### config.mk
export PLATFORM = sky130hd
export DESIGN_NAME = ex_stage_flat
export DESIGN_NICKNAME = d
export VERILOG_FILES = /design/src/rtl/alu_pkg.sv /design/src/rtl/ex_stage_if.sv /design/src/rtl/ex_stage_alu.sv /design/src/rtl/ex_stage.sv /design/src/flat_wrapper.sv
export SDC_FILE = /design/constraint.sdc
export NUM_CORES = 1
export LEC_CHECK = 0
export ABC_AREA = 1
export CAP_MARGIN = 20
export CORE_MARGIN = 2
export CORE_UTILIZATION = 40
export DETAILED_ROUTE_END_ITERATION = 8
export PLACE_DENSITY_LB_ADDON = 0.1
export SYNTH_ARGS = -nofsm -noshare
export SYNTH_HDL_FRONTEND = slang
export SYNTH_SLANG_ARGS = --single-unit
### constraint.sdc
create_clock -name clk -period 4.4 [get_ports clk]
set_input_delay 1.1 -clock clk [delete_from_list [all_inputs] [get_ports clk]]
set_output_delay 1.1 -clock clk [all_outputs]
set_load 0.05 [all_outputs]
### src/rtl/alu_pkg.sv
// ALU operation codes and branch funct3 values for the execute stage.
// The ALU control decoder imports this package as well.
package alu_pkg;

    typedef enum logic [3:0] {
        ALU_ADD  = 4'b0000,
        ALU_SUB  = 4'b0001,
        ALU_AND  = 4'b0010,
        ALU_OR   = 4'b0011,
        ALU_XOR  = 4'b0100,
        ALU_SLL  = 4'b0101,
        ALU_SRL  = 4'b0110,
        ALU_SRA  = 4'b0111,
        ALU_SLT  = 4'b1000,
        ALU_SLTU = 4'b1001
    } alu_op_e;

    localparam logic [2:0] F3_BEQ  = 3'b000;
    localparam logic [2:0] F3_BNE  = 3'b001;
    localparam logic [2:0] F3_BLT  = 3'b100;
    localparam logic [2:0] F3_BGE  = 3'b101;
    localparam logic [2:0] F3_BLTU = 3'b110;
    localparam logic [2:0] F3_BGEU = 3'b111;

endpackage

### src/rtl/ex_stage_if.sv
// ID/EX input bus and EX/MEM output bus of the execute stage.
// The master modport is the side that drives the beat.
interface idex_if #(
    parameter int DATA_WIDTH = 32,
    parameter int REG_ADDR_W = 5
);
    logic                  in_valid;
    logic                  in_ready;
    logic [3:0]            ALUctrl;
    logic                  ALUsrc;
    logic [2:0]            funct3;
    logic                  is_branch;
    logic [DATA_WIDTH-1:0] pc;
    logic [DATA_WIDTH-1:0] rs1_data;
    logic [DATA_WIDTH-1:0] rs2_data;
    logic [DATA_WIDTH-1:0] imm;
    logic [REG_ADDR_W-1:0] rd_addr;
    logic                  reg_write;

    modport master (
        output in_valid, ALUctrl, ALUsrc, funct3, is_branch, pc,
               rs1_data, rs2_data, imm, rd_addr, reg_write,
        input  in_ready
    );
    modport slave (
        input  in_valid, ALUctrl, ALUsrc, funct3, is_branch, pc,
               rs1_data, rs2_data, imm, rd_addr, reg_write,
        output in_ready
    );
endinterface

interface exmem_if #(
    parameter int DATA_WIDTH = 32,
    parameter int REG_ADDR_W = 5
);
    logic                  out_valid;
    logic                  out_ready;
    logic [DATA_WIDTH-1:0] alu_result;
    logic                  zero;
    logic                  branch_taken;
    logic [DATA_WIDTH-1:0] branch_target;
    logic [DATA_WIDTH-1:0] store_data;
    logic [REG_ADDR_W-1:0] rd_addr_o;
    logic                  reg_write_o;

    modport master (
        output out_valid, alu_result, zero, branch_taken, branch_target,
               store_data, rd_addr_o, reg_write_o,
        input  out_ready
    );
    modport slave (
        input  out_valid, alu_result, zero, branch_taken, branch_target,
               store_data, rd_addr_o, reg_write_o,
        output out_ready
    );
endinterface

### src/rtl/ex_stage_alu.sv
// Combinational RV32I ALU; undefined ALUctrl codes produce zero.
module alu
    import alu_pkg::*;
#(
    parameter int DATA_WIDTH = 32
) (
    input  logic [DATA_WIDTH-1:0] a,
    input  logic [DATA_WIDTH-1:0] b,
    input  logic [3:0]            ALUctrl,
    output logic [DATA_WIDTH-1:0] result,
    output logic                  zero
);

    logic [4:0] shamt;
    assign shamt = b[4:0];

    always_comb begin
        result = '0;
        case (alu_op_e'(ALUctrl))
            ALU_ADD:  result = a + b;
            ALU_SUB:  result = a - b;
            ALU_AND:  result = a & b;
            ALU_OR:   result = a | b;
            ALU_XOR:  result = a ^ b;
            ALU_SLL:  result = a << shamt;
            ALU_SRL:  result = a >> shamt;
            ALU_SRA:  result = DATA_WIDTH'($signed(a) >>> shamt);
            ALU_SLT:  result = {{(DATA_WIDTH-1){1'b0}}, ($signed(a) < $signed(b))};
            ALU_SLTU: result = {{(DATA_WIDTH-1){1'b0}}, (a < b)};
            default:  result = '0;
        endcase
    end

    assign zero = (result == '0);

endmodule

### src/rtl/ex_stage.sv
// Execute stage: operand mux, ALU, branch decision and the EX/MEM register
// behind a valid/ready handshake with flush.
module ex_stage
    import alu_pkg::*;
#(
    parameter int DATA_WIDTH = 32,
    parameter int REG_ADDR_W = 5
) (
    input  logic   clk,
    input  logic   rst,
    input  logic   flush,
    idex_if.slave  id_ex,
    exmem_if.master ex_mem
);

    logic [DATA_WIDTH-1:0] op_b;
    logic [DATA_WIDTH-1:0] alu_res;
    logic                  alu_zero;
    logic                  taken_d;
    logic                  accept;

    logic                  valid_q, valid_d;
    logic [DATA_WIDTH-1:0] result_q, target_q, store_q;
    logic                  zero_q, taken_q, reg_write_q;
    logic [REG_ADDR_W-1:0] rd_addr_q;

    assign op_b = id_ex.ALUsrc ? id_ex.imm : id_ex.rs2_data;

    alu #(.DATA_WIDTH(DATA_WIDTH)) u_alu (
        .a       (id_ex.rs1_data),
        .b       (op_b),
        .ALUctrl (id_ex.ALUctrl),
        .result  (alu_res),
        .zero    (alu_zero)
    );

    // blt/bltu use slt/sltu, so result[0] carries the comparison outcome
    always_comb begin
        taken_d = 1'b0;
        if (id_ex.is_branch) begin
            case (id_ex.funct3)
                F3_BEQ:            taken_d = alu_zero;
                F3_BNE:            taken_d = !alu_zero;
                F3_BLT, F3_BLTU:   taken_d = alu_res[0];
                F3_BGE, F3_BGEU:   taken_d = !alu_res[0];
                default:           taken_d = 1'b0;
            endcase
        end
    end

    assign id_ex.in_ready = !valid_q || ex_mem.out_ready;
    assign accept         = id_ex.in_valid && id_ex.in_ready && !flush;

    always_comb begin
        valid_d = valid_q;
        if (flush)                         valid_d = 1'b0;
        else if (accept)                   valid_d = 1'b1;
        else if (valid_q && ex_mem.out_ready) valid_d = 1'b0;
    end

    // Data registers load only on accept, so a stalled beat cannot change
    always_ff @(posedge clk or posedge rst) begin
        if (rst) begin
            valid_q     <= 1'b0;
            result_q    <= '0;
            zero_q      <= 1'b0;
            taken_q     <= 1'b0;
            target_q    <= '0;
            store_q     <= '0;
            rd_addr_q   <= '0;
            reg_write_q <= 1'b0;
        end else begin
            valid_q <= valid_d;
            if (accept) begin
                result_q    <= alu_res;
                zero_q      <= alu_zero;
                taken_q     <= taken_d;
                target_q    <= id_ex.pc + id_ex.imm;
                store_q     <= id_ex.rs2_data;
                rd_addr_q   <= id_ex.rd_addr;
                reg_write_q <= id_ex.reg_write;
            end
        end
    end

    assign ex_mem.out_valid     = valid_q;
    assign ex_mem.alu_result    = result_q;
    assign ex_mem.zero          = zero_q;
    assign ex_mem.branch_taken  = taken_q;
    assign ex_mem.branch_target = target_q;
    assign ex_mem.store_data    = store_q;
    assign ex_mem.rd_addr_o     = rd_addr_q;
    assign ex_mem.reg_write_o   = reg_write_q;

endmodule

### src/flat_wrapper.sv
// flat-port wrapper written by rule: the top's interface ports become plain ports
module ex_stage_flat import alu_pkg::*;
#(
    parameter int DATA_WIDTH = 32,
    parameter int REG_ADDR_W = 5
)
  (clk, rst, flush, id_ex_in_valid, id_ex_ALUctrl, id_ex_ALUsrc, id_ex_funct3, id_ex_is_branch, id_ex_pc, id_ex_rs1_data, id_ex_rs2_data, id_ex_imm, id_ex_rd_addr, id_ex_reg_write, id_ex_in_ready, ex_mem_out_valid, ex_mem_alu_result, ex_mem_zero, ex_mem_branch_taken, ex_mem_branch_target, ex_mem_store_data, ex_mem_rd_addr_o, ex_mem_reg_write_o, ex_mem_out_ready);
  idex_if #(.DATA_WIDTH(DATA_WIDTH), .REG_ADDR_W(REG_ADDR_W)) id_ex_i ();
  exmem_if #(.DATA_WIDTH(DATA_WIDTH), .REG_ADDR_W(REG_ADDR_W)) ex_mem_i ();
  input  logic clk;
  input  logic rst;
  input  logic flush;
  input wire logic [$bits(id_ex_i.in_valid)-1:0] id_ex_in_valid;
  input wire logic [$bits(id_ex_i.ALUctrl)-1:0] id_ex_ALUctrl;
  input wire logic [$bits(id_ex_i.ALUsrc)-1:0] id_ex_ALUsrc;
  input wire logic [$bits(id_ex_i.funct3)-1:0] id_ex_funct3;
  input wire logic [$bits(id_ex_i.is_branch)-1:0] id_ex_is_branch;
  input wire logic [$bits(id_ex_i.pc)-1:0] id_ex_pc;
  input wire logic [$bits(id_ex_i.rs1_data)-1:0] id_ex_rs1_data;
  input wire logic [$bits(id_ex_i.rs2_data)-1:0] id_ex_rs2_data;
  input wire logic [$bits(id_ex_i.imm)-1:0] id_ex_imm;
  input wire logic [$bits(id_ex_i.rd_addr)-1:0] id_ex_rd_addr;
  input wire logic [$bits(id_ex_i.reg_write)-1:0] id_ex_reg_write;
  output wire logic [$bits(id_ex_i.in_ready)-1:0] id_ex_in_ready;
  output wire logic [$bits(ex_mem_i.out_valid)-1:0] ex_mem_out_valid;
  output wire logic [$bits(ex_mem_i.alu_result)-1:0] ex_mem_alu_result;
  output wire logic [$bits(ex_mem_i.zero)-1:0] ex_mem_zero;
  output wire logic [$bits(ex_mem_i.branch_taken)-1:0] ex_mem_branch_taken;
  output wire logic [$bits(ex_mem_i.branch_target)-1:0] ex_mem_branch_target;
  output wire logic [$bits(ex_mem_i.store_data)-1:0] ex_mem_store_data;
  output wire logic [$bits(ex_mem_i.rd_addr_o)-1:0] ex_mem_rd_addr_o;
  output wire logic [$bits(ex_mem_i.reg_write_o)-1:0] ex_mem_reg_write_o;
  input wire logic [$bits(ex_mem_i.out_ready)-1:0] ex_mem_out_ready;
  assign id_ex_i.in_valid = id_ex_in_valid;
  assign id_ex_i.ALUctrl = id_ex_ALUctrl;
  assign id_ex_i.ALUsrc = id_ex_ALUsrc;
  assign id_ex_i.funct3 = id_ex_funct3;
  assign id_ex_i.is_branch = id_ex_is_branch;
  assign id_ex_i.pc = id_ex_pc;
  assign id_ex_i.rs1_data = id_ex_rs1_data;
  assign id_ex_i.rs2_data = id_ex_rs2_data;
  assign id_ex_i.imm = id_ex_imm;
  assign id_ex_i.rd_addr = id_ex_rd_addr;
  assign id_ex_i.reg_write = id_ex_reg_write;
  assign id_ex_in_ready = id_ex_i.in_ready;
  assign ex_mem_out_valid = ex_mem_i.out_valid;
  assign ex_mem_alu_result = ex_mem_i.alu_result;
  assign ex_mem_zero = ex_mem_i.zero;
  assign ex_mem_branch_taken = ex_mem_i.branch_taken;
  assign ex_mem_branch_target = ex_mem_i.branch_target;
  assign ex_mem_store_data = ex_mem_i.store_data;
  assign ex_mem_rd_addr_o = ex_mem_i.rd_addr_o;
  assign ex_mem_reg_write_o = ex_mem_i.reg_write_o;
  assign ex_mem_i.out_ready = ex_mem_out_ready;
  ex_stage #(.DATA_WIDTH(DATA_WIDTH), .REG_ADDR_W(REG_ADDR_W)) u_core (.clk(clk), .rst(rst), .flush(flush), .id_ex(id_ex_i), .ex_mem(ex_mem_i));
endmodule
==> results of run 1 <==
-- synthesized netlist by cell type, drive strengths merged, types with 28 or more instances --
cell | number | share of area (%)
clkbuf | 45 | 1.0
inv | 358 | 8.3
nand4 | 36 | 1.4
a31oi | 28 | 1.1
a21oi | 106 | 3.3
o21ai | 117 | 3.7
or2 | 42 | 1.6
nand2 | 1006 | 23
dfrtp | 105 | 16
buf | 83 | 2.9
nand3 | 539 | 17
nor2 | 265 | 6.2
ha | 128 | 9.8
-- worst reg2reg max path, stage by stage, from the launching register on --
cell and delay [ns]:
dfrtp_1 0.38, inv_1 0.05, nor2_1 0.05, nor3_2 0.17, buf_4 0.80, nor2_1 0.22
a31oi_1 0.21
-- worst min-delay path by stage --
stage,from,to,slack (ns)
finish,u_core.ex_mem.store_data[4],u_core.ex_mem.store_data[4],0.48
global route,u_core.ex_mem.rd_addr_o[2],u_core.ex_mem.rd_addr_o[2],0.50
CTS,u_core.ex_mem.store_data[4],u_core.ex_mem.store_data[4],0.48
detailed placement,u_core.ex_mem.store_data[4],u_core.ex_mem.store_data[4],0.46
global placement,u_core.ex_mem.store_data[6],u_core.ex_mem.store_data[6],0.45
floorplan,u_core.ex_mem.rd_addr_o[0],u_core.ex_mem.rd_addr_o[0],0.76
-- cells by family (layout without fill, tap and decap cells) --
| logic type | after synthesis | after routing | synth area share [%] |
|---|---|---|---|
| flops | 105 | 105 | 16.1 |
| xor+xnor | 11 | 11 | 0.591 |
| other cells | 0 | 1 | 0 |
| compound gates | 308 | 308 | 10.6 |
| buf+inv | 486 | 1277 | 12.2 |
| fa+ha+maj | 131 | 131 | 10.2 |
| simple gates | 1922 | 1922 | 50.3 |
-- power breakdown --
group	total [mW]	internal [mW]	switching, mW
sequential	1.23	1.13	0.0994
combinational	4.31	1.68	2.63
clock	0.812	0.395	0.417
-- layer usage --
layer / vias to the layer above / GRT usage (%) / wire length (um)
met5: - / 0 / 0
met4: 0 / 23.8 / 6060
met3: 262 / 6.40 / 8290
met2: 1295 / 64.2 / 38900
met1: 11000 / 52.5 / 35500
li1: 11200 / - / -
-- per-stage QoR --
step / area, um2 / util [%]
final: 25000 / 62.5
after global routing: 25000 / 62.5
after CTS: 24200 / 60.6
after detailed placement: 23700 / 59.2
after global placement: 23700 / 59.2
after floorplan: 16300 / -
-- layout make-up --
cell class	instances	share of cell area, %
multi-input combinational	2372	50.0
timing repair buffer	903	30.3
sequential	105	10.5
inverter	358	5.41
tap	525	2.63
clock buffer	9	0.901
clock inverter	7	0.245
antenna	1	0.0100
-- registers in the layout (all words and copies together) (netlist names) --
signal,flops
u_core.ex_mem.out_valid,1
u_core.ex_mem.reg_write_o,1
u_core.ex_mem.zero,1
u_core.ex_mem.rd_addr_o,5
u_core.ex_mem.alu_result,32
u_core.ex_mem.branch_target,32
u_core.ex_mem.store_data,32
u_core.ex_mem.branch_taken,1
-- what timing repair did --
action	in CTS	in global routing
gates resized for setup	60	175
endpoints found under the setup margin	19	2
pin swaps	9	29
buffers inserted	8	15
gates cloned	0	1
==> run summary, run 1 <==
outcome -> finished clean
vias in the first global route -> 22700
most common cell after layout, fill and taps aside -> nand2_1
WP data required -> 4.66 ns
clk root buf -> clkbuf_16
TritonCTS buffer count -> 9
syn_area_per_cell -> 5.50 um2
Worst path most repeated cell -> nand2_1
Top FF cell, synth -> dfrtp_1
R2R Path Start -> u_core.ex_mem.out_valid
yosys warns -> 0
crit path time final -> 4.27 ns
Congestion Overflow GR -> 0
port buffer count -> 253
Routed WL -> 88.8 mm
Levels on crit path -> 26
number of max-cap violations -> 0
hold path depth -> 2
asr flop ratio synth -> 100%
antenna violations before repair -> 2
Max Buffers Root-to-Sink -> 2
Area Overhead vs Synth -> 53.4%
final hold violations -> 0
Pwr Density -> 254 nW/um2
gr usage total -> 40.7%
Peak supply drop -> 0.000262 V
crit path max-delay cell type -> clkdlybuf4s50_1
Skew-Pair Late Insertion Delay -> 0.37 ns
total placed cells including tap cells -> 4239
critical path type -> primary input to flop
die width -> 206 um
worst hold margin -> 0.478 ns
worst-case reg-to-reg path depth -> 6
Post-synth EDFFs -> 0
CTS hold repair buffers -> 0
Seq/Total Area, Yosys -> 16.1%
setup ws final -> 0.126 ns
Leakage -> 13.4 nW
Clock Pin Slew Worst Setup and Hold Paths -> 0.08 ns
synthesized area -> 16300 um2
Crit Path Max Fanout -> 4
first-pass GRT wire length -> 130 mm
Worst Path Buf+Inv -> 4
drt first-iter violations -> 2816
Final setup violation count -> 0
Cell Count, Final, Fillers Out -> 4280
Worst Setup Start Kind -> primary input
Pwr Total -> 6.35 mW
DIE AREA -> 42400 um2
cell family with most CP delay -> simple AND/OR/NAND/NOR gates
Hold Crit Class -> flop to flop
antenna viol nets, final -> 0
Rows -> 73
Least-Margin Pin Slew -> 1.11 ns
Yosys cell types -> 45
layout cell share with drive strength beyond 1 -> 23.9%
FF/Latch Area -> 2630 um2
fin crit share -> 97.1%
Seq cells post-synth -> 105
CTS tree -> yes
H-Tree Depth -> 3
dpl ws -> -1.29 ns
most frequent cells in the layout -> nand2_1, buf_4, nand3_1
CP max stage delay -> 0.50 ns
Residual DRC -> 0
CTS sink count -> 105
Synth Instances -> 2963
r2r setup slk -> 2.43 ns
CP Data Arrival Time -> 4.53 ns
Fin Clk Skew -> 0.0108 ns
drt via density -> 5.56
Ports -> 254
slew margin rel. -> 26.1%
wire per inst -> 20.7 um
Mapped Nets -> 3242
Final Max Slew Viols -> 0
DP HPWL -> 73.9 mm
Final nets -> 4028
Die Ht -> 206 um
Core ar. -> 40000 um2
CP startpoint -> id_ex_imm[6]
footprint of the multi-input gates -> 12500 um2
Initial Util -> 40.8%
Worst Setup EP -> u_core.ex_mem.branch_taken
largest net degree at the start of global routing -> 111
Setup Total Neg Slack -> 0 ns
vias -> 23800
Fillers -> 3893
fmax -> 234 MHz
Worst setup EP type -> flop
reg-to-reg endpoint -> u_core.ex_mem.alu_result[21]
router iterations before antenna repair -> 9
Final Wtd Congestion -> 1.07
(Power assumes the default switching activity.)
==> inputs of run 2 (changes only) <==
--- a/config.mk
+++ b/config.mk
@@ -10,7 +10,9 @@
 export CORE_MARGIN = 2
 export CORE_UTILIZATION = 40
 export DETAILED_ROUTE_END_ITERATION = 8
+export GPL_ROUTABILITY_DRIVEN = 1
 export PLACE_DENSITY_LB_ADDON = 0.1
+export REMOVE_ABC_BUFFERS = 1
 export SYNTH_ARGS = -nofsm -noshare
 export SYNTH_HDL_FRONTEND = slang
 export SYNTH_SLANG_ARGS = --single-unit
==> run 2 against run 1 <==
Effect of this change: first-iteration DRC count is 5.8% lower; global-route usage is 1.6 points lower; wire length is 4.9% lower; maximum frequency is 0.59% higher; non-clock buffer count is 107 lower; worst hold slack worse by 0.0015 ns; worst setup slack better by 0.025 ns.
==> run summary, run 2 (synthesis gave the netlist of run 1 again) <==
Leakage -> 12.8 nW
R2R Path Start -> u_core.ex_mem.out_valid
final hold violations -> 0
dpl ws -> -0.592 ns
Fillers -> 3957
Worst Setup Start Kind -> primary input
setup ws final -> 0.151 ns
Least-Margin Pin Slew -> 0.747 ns
DP HPWL -> 69.0 mm
number of max-cap violations -> 0
Residual DRC -> 0
CP Data Arrival Time -> 4.57 ns
Ports -> 254
Final Max Slew Viols -> 0
drt first-iter violations -> 2654
Max Buffers Root-to-Sink -> 2
RSZ-0062 raised after global routing -> yes
first-pass GRT wire length -> 124 mm
outcome -> finished clean
drt via density -> 5.55
antenna violations before repair -> 0
fmax -> 235 MHz
WP data required -> 4.72 ns
layout cell share with drive strength beyond 1 -> 19.9%
Crit Path Max Fanout -> 4
H-Tree Depth -> 3
wire per inst -> 20.2 um
most frequent cells in the layout -> nand2_1, nand3_1, buf_4
Worst setup EP type -> flop
TritonCTS buffer count -> 9
Antenna Cells -> 0
Die Ht -> 206 um
router iterations before antenna repair -> 8
final core utilization -> 59.7%
DIE AREA -> 42400 um2
reg-to-reg endpoint -> u_core.ex_mem.alu_result[13]
fin crit share -> 96.6%
CP startpoint -> id_ex_imm[30]
Fin Clk Skew -> 0.0141 ns
Final Wtd Congestion -> 1.08
Rows -> 73
Clock Pin Slew Worst Setup and Hold Paths -> 0.09 ns
crit path time final -> 4.25 ns
slew margin rel. -> 50.0%
Core ar. -> 40000 um2
Routed WL -> 84.4 mm
CTS tree -> yes
Peak supply drop -> 0.000234 V
gr usage total -> 39.0%
vias in the first global route -> 22000
critical path type -> primary input to flop
Final nets -> 3921
port buffer count -> 253
r2r setup slk -> 2.63 ns
clk root buf -> clkbuf_16
Initial Util -> 40.8%
largest net degree at the start of global routing -> 111
vias -> 23100
Final setup violation count -> 0
antenna viol nets, final -> 0
worst-case reg-to-reg path depth -> 6
die width -> 206 um
Skew-Pair Late Insertion Delay -> 0.41 ns
worst hold start -> u_core.ex_mem.store_data[7]
Worst Setup EP -> u_core.ex_mem.branch_taken
Area Overhead vs Synth -> 46.4%
Hold Crit Class -> flop to flop
Pwr Total -> 6.18 mW
CTS sink count -> 105
Congestion Overflow GR -> 0
most common cell after layout, fill and taps aside -> nand2_1
Pwr Density -> 259 nW/um2
run 2: changes by cell type in the layout (fill, tap and decap cells not counted), sizes merged:
cell,delta
buf,-106
clkdlybuf4s50,+7
dlymetal6s2s,-4
dlygate4sd2,-3
clkbuf,+1
clkinvlp,-1
diode,-1
inv,-1
run 2: worst max-delay path, cell delays in order:
cell,delay (ns)
clkdlybuf4s50_1,0.47
or2_2,0.31
o21ai_0,0.22
ha_1,0.40
inv_1,0.10
o22ai_1,0.08
nor2_1,0.21
o21ai_0,0.15
nor2_1,0.18
nand2_1,0.07
nor2_1,0.29
nand3_2,0.19
nor2_2,0.11
nand2_1,0.07
nor2_1,0.11
buf_4,0.14
nand3_2,0.09
nand2_1,0.07
nand3_1,0.07
nand2_1,0.06
nand2_1,0.05
run 2: per-stage QoR:
| step | std cells | area, um2 | hold WS, ns | setup TNS [ns] |
|---|---|---|---|---|
| 2_1_floorplan | 2835 | 15700 | 0.761 | -510.28 |
| 3_3_place_gp | 4145 | 23000 | 0.453 | -1.44 |
| 3_5_place_dp | 4145 | 23000 | 0.461 | -1.38 |
| 4_1_cts | 4161 | 23400 | 0.481 | 0 |
| 5_1_grt | 4172 | 23900 | 0.501 | -0.0577 |
| 6_report | 4172 | 23900 | 0.476 | 0 |
run 2: per-layer routing:
layer | routed length, um | vias up | GRT usage [%]
met5 | 0 | - | 0
met4 | 5080 | 0 | 22.5
met3 | 8120 | 264 | 6.86
met2 | 38400 | 1304 | 63.9
met1 | 32800 | 10600 | 48.2
li1 | - | 10900 | -
run 2: power breakdown:
part | total, mW | internal [mW] | leakage (nW) | switching [mW]
sequential | 1.23 | 1.13 | 1.29 | 0.0995
combinational | 4.06 | 1.56 | 11.4 | 2.51
clock | 0.884 | 0.410 | 0.139 | 0.475
total | 6.18 | 3.10 | 12.8 | 3.08
run 2: repair_timing:
action | 4_1_cts | 5_1_grt
hold buffers | 0 | 0
buffers inserted | 0 | 10
pin swaps | 0 | 28
endpoints found under the setup margin | 2 | 4
gates resized for setup | 5 | 137
run 2: final cells by class:
type                       count  area, um2  area share, %
clock inverter                 5       50.0          0.210
tap                          525        657           2.75
inverter                     358       1350           5.67
timing repair buffer         796       6820           28.6
multi-input combinational   2372      12100           50.8
clock buffer                  11        243           1.02
sequential                   105       2630           11.0
run 2: how the worst min path moves through the flow:
stage / endpoint / slack, ns / depth (start not counted)
final: u_core.ex_mem.store_data[7] / 0.48 / 2
after global routing: u_core.ex_mem.store_data[23] / 0.50 / 2
after CTS: u_core.ex_mem.store_data[7] / 0.48 / 2
after detailed placement: u_core.ex_mem.store_data[12] / 0.46 / 2
after global placement: u_core.ex_mem.store_data[9] / 0.45 / 2
after floorplan: u_core.ex_mem.rd_addr_o[0] / 0.76 / 2
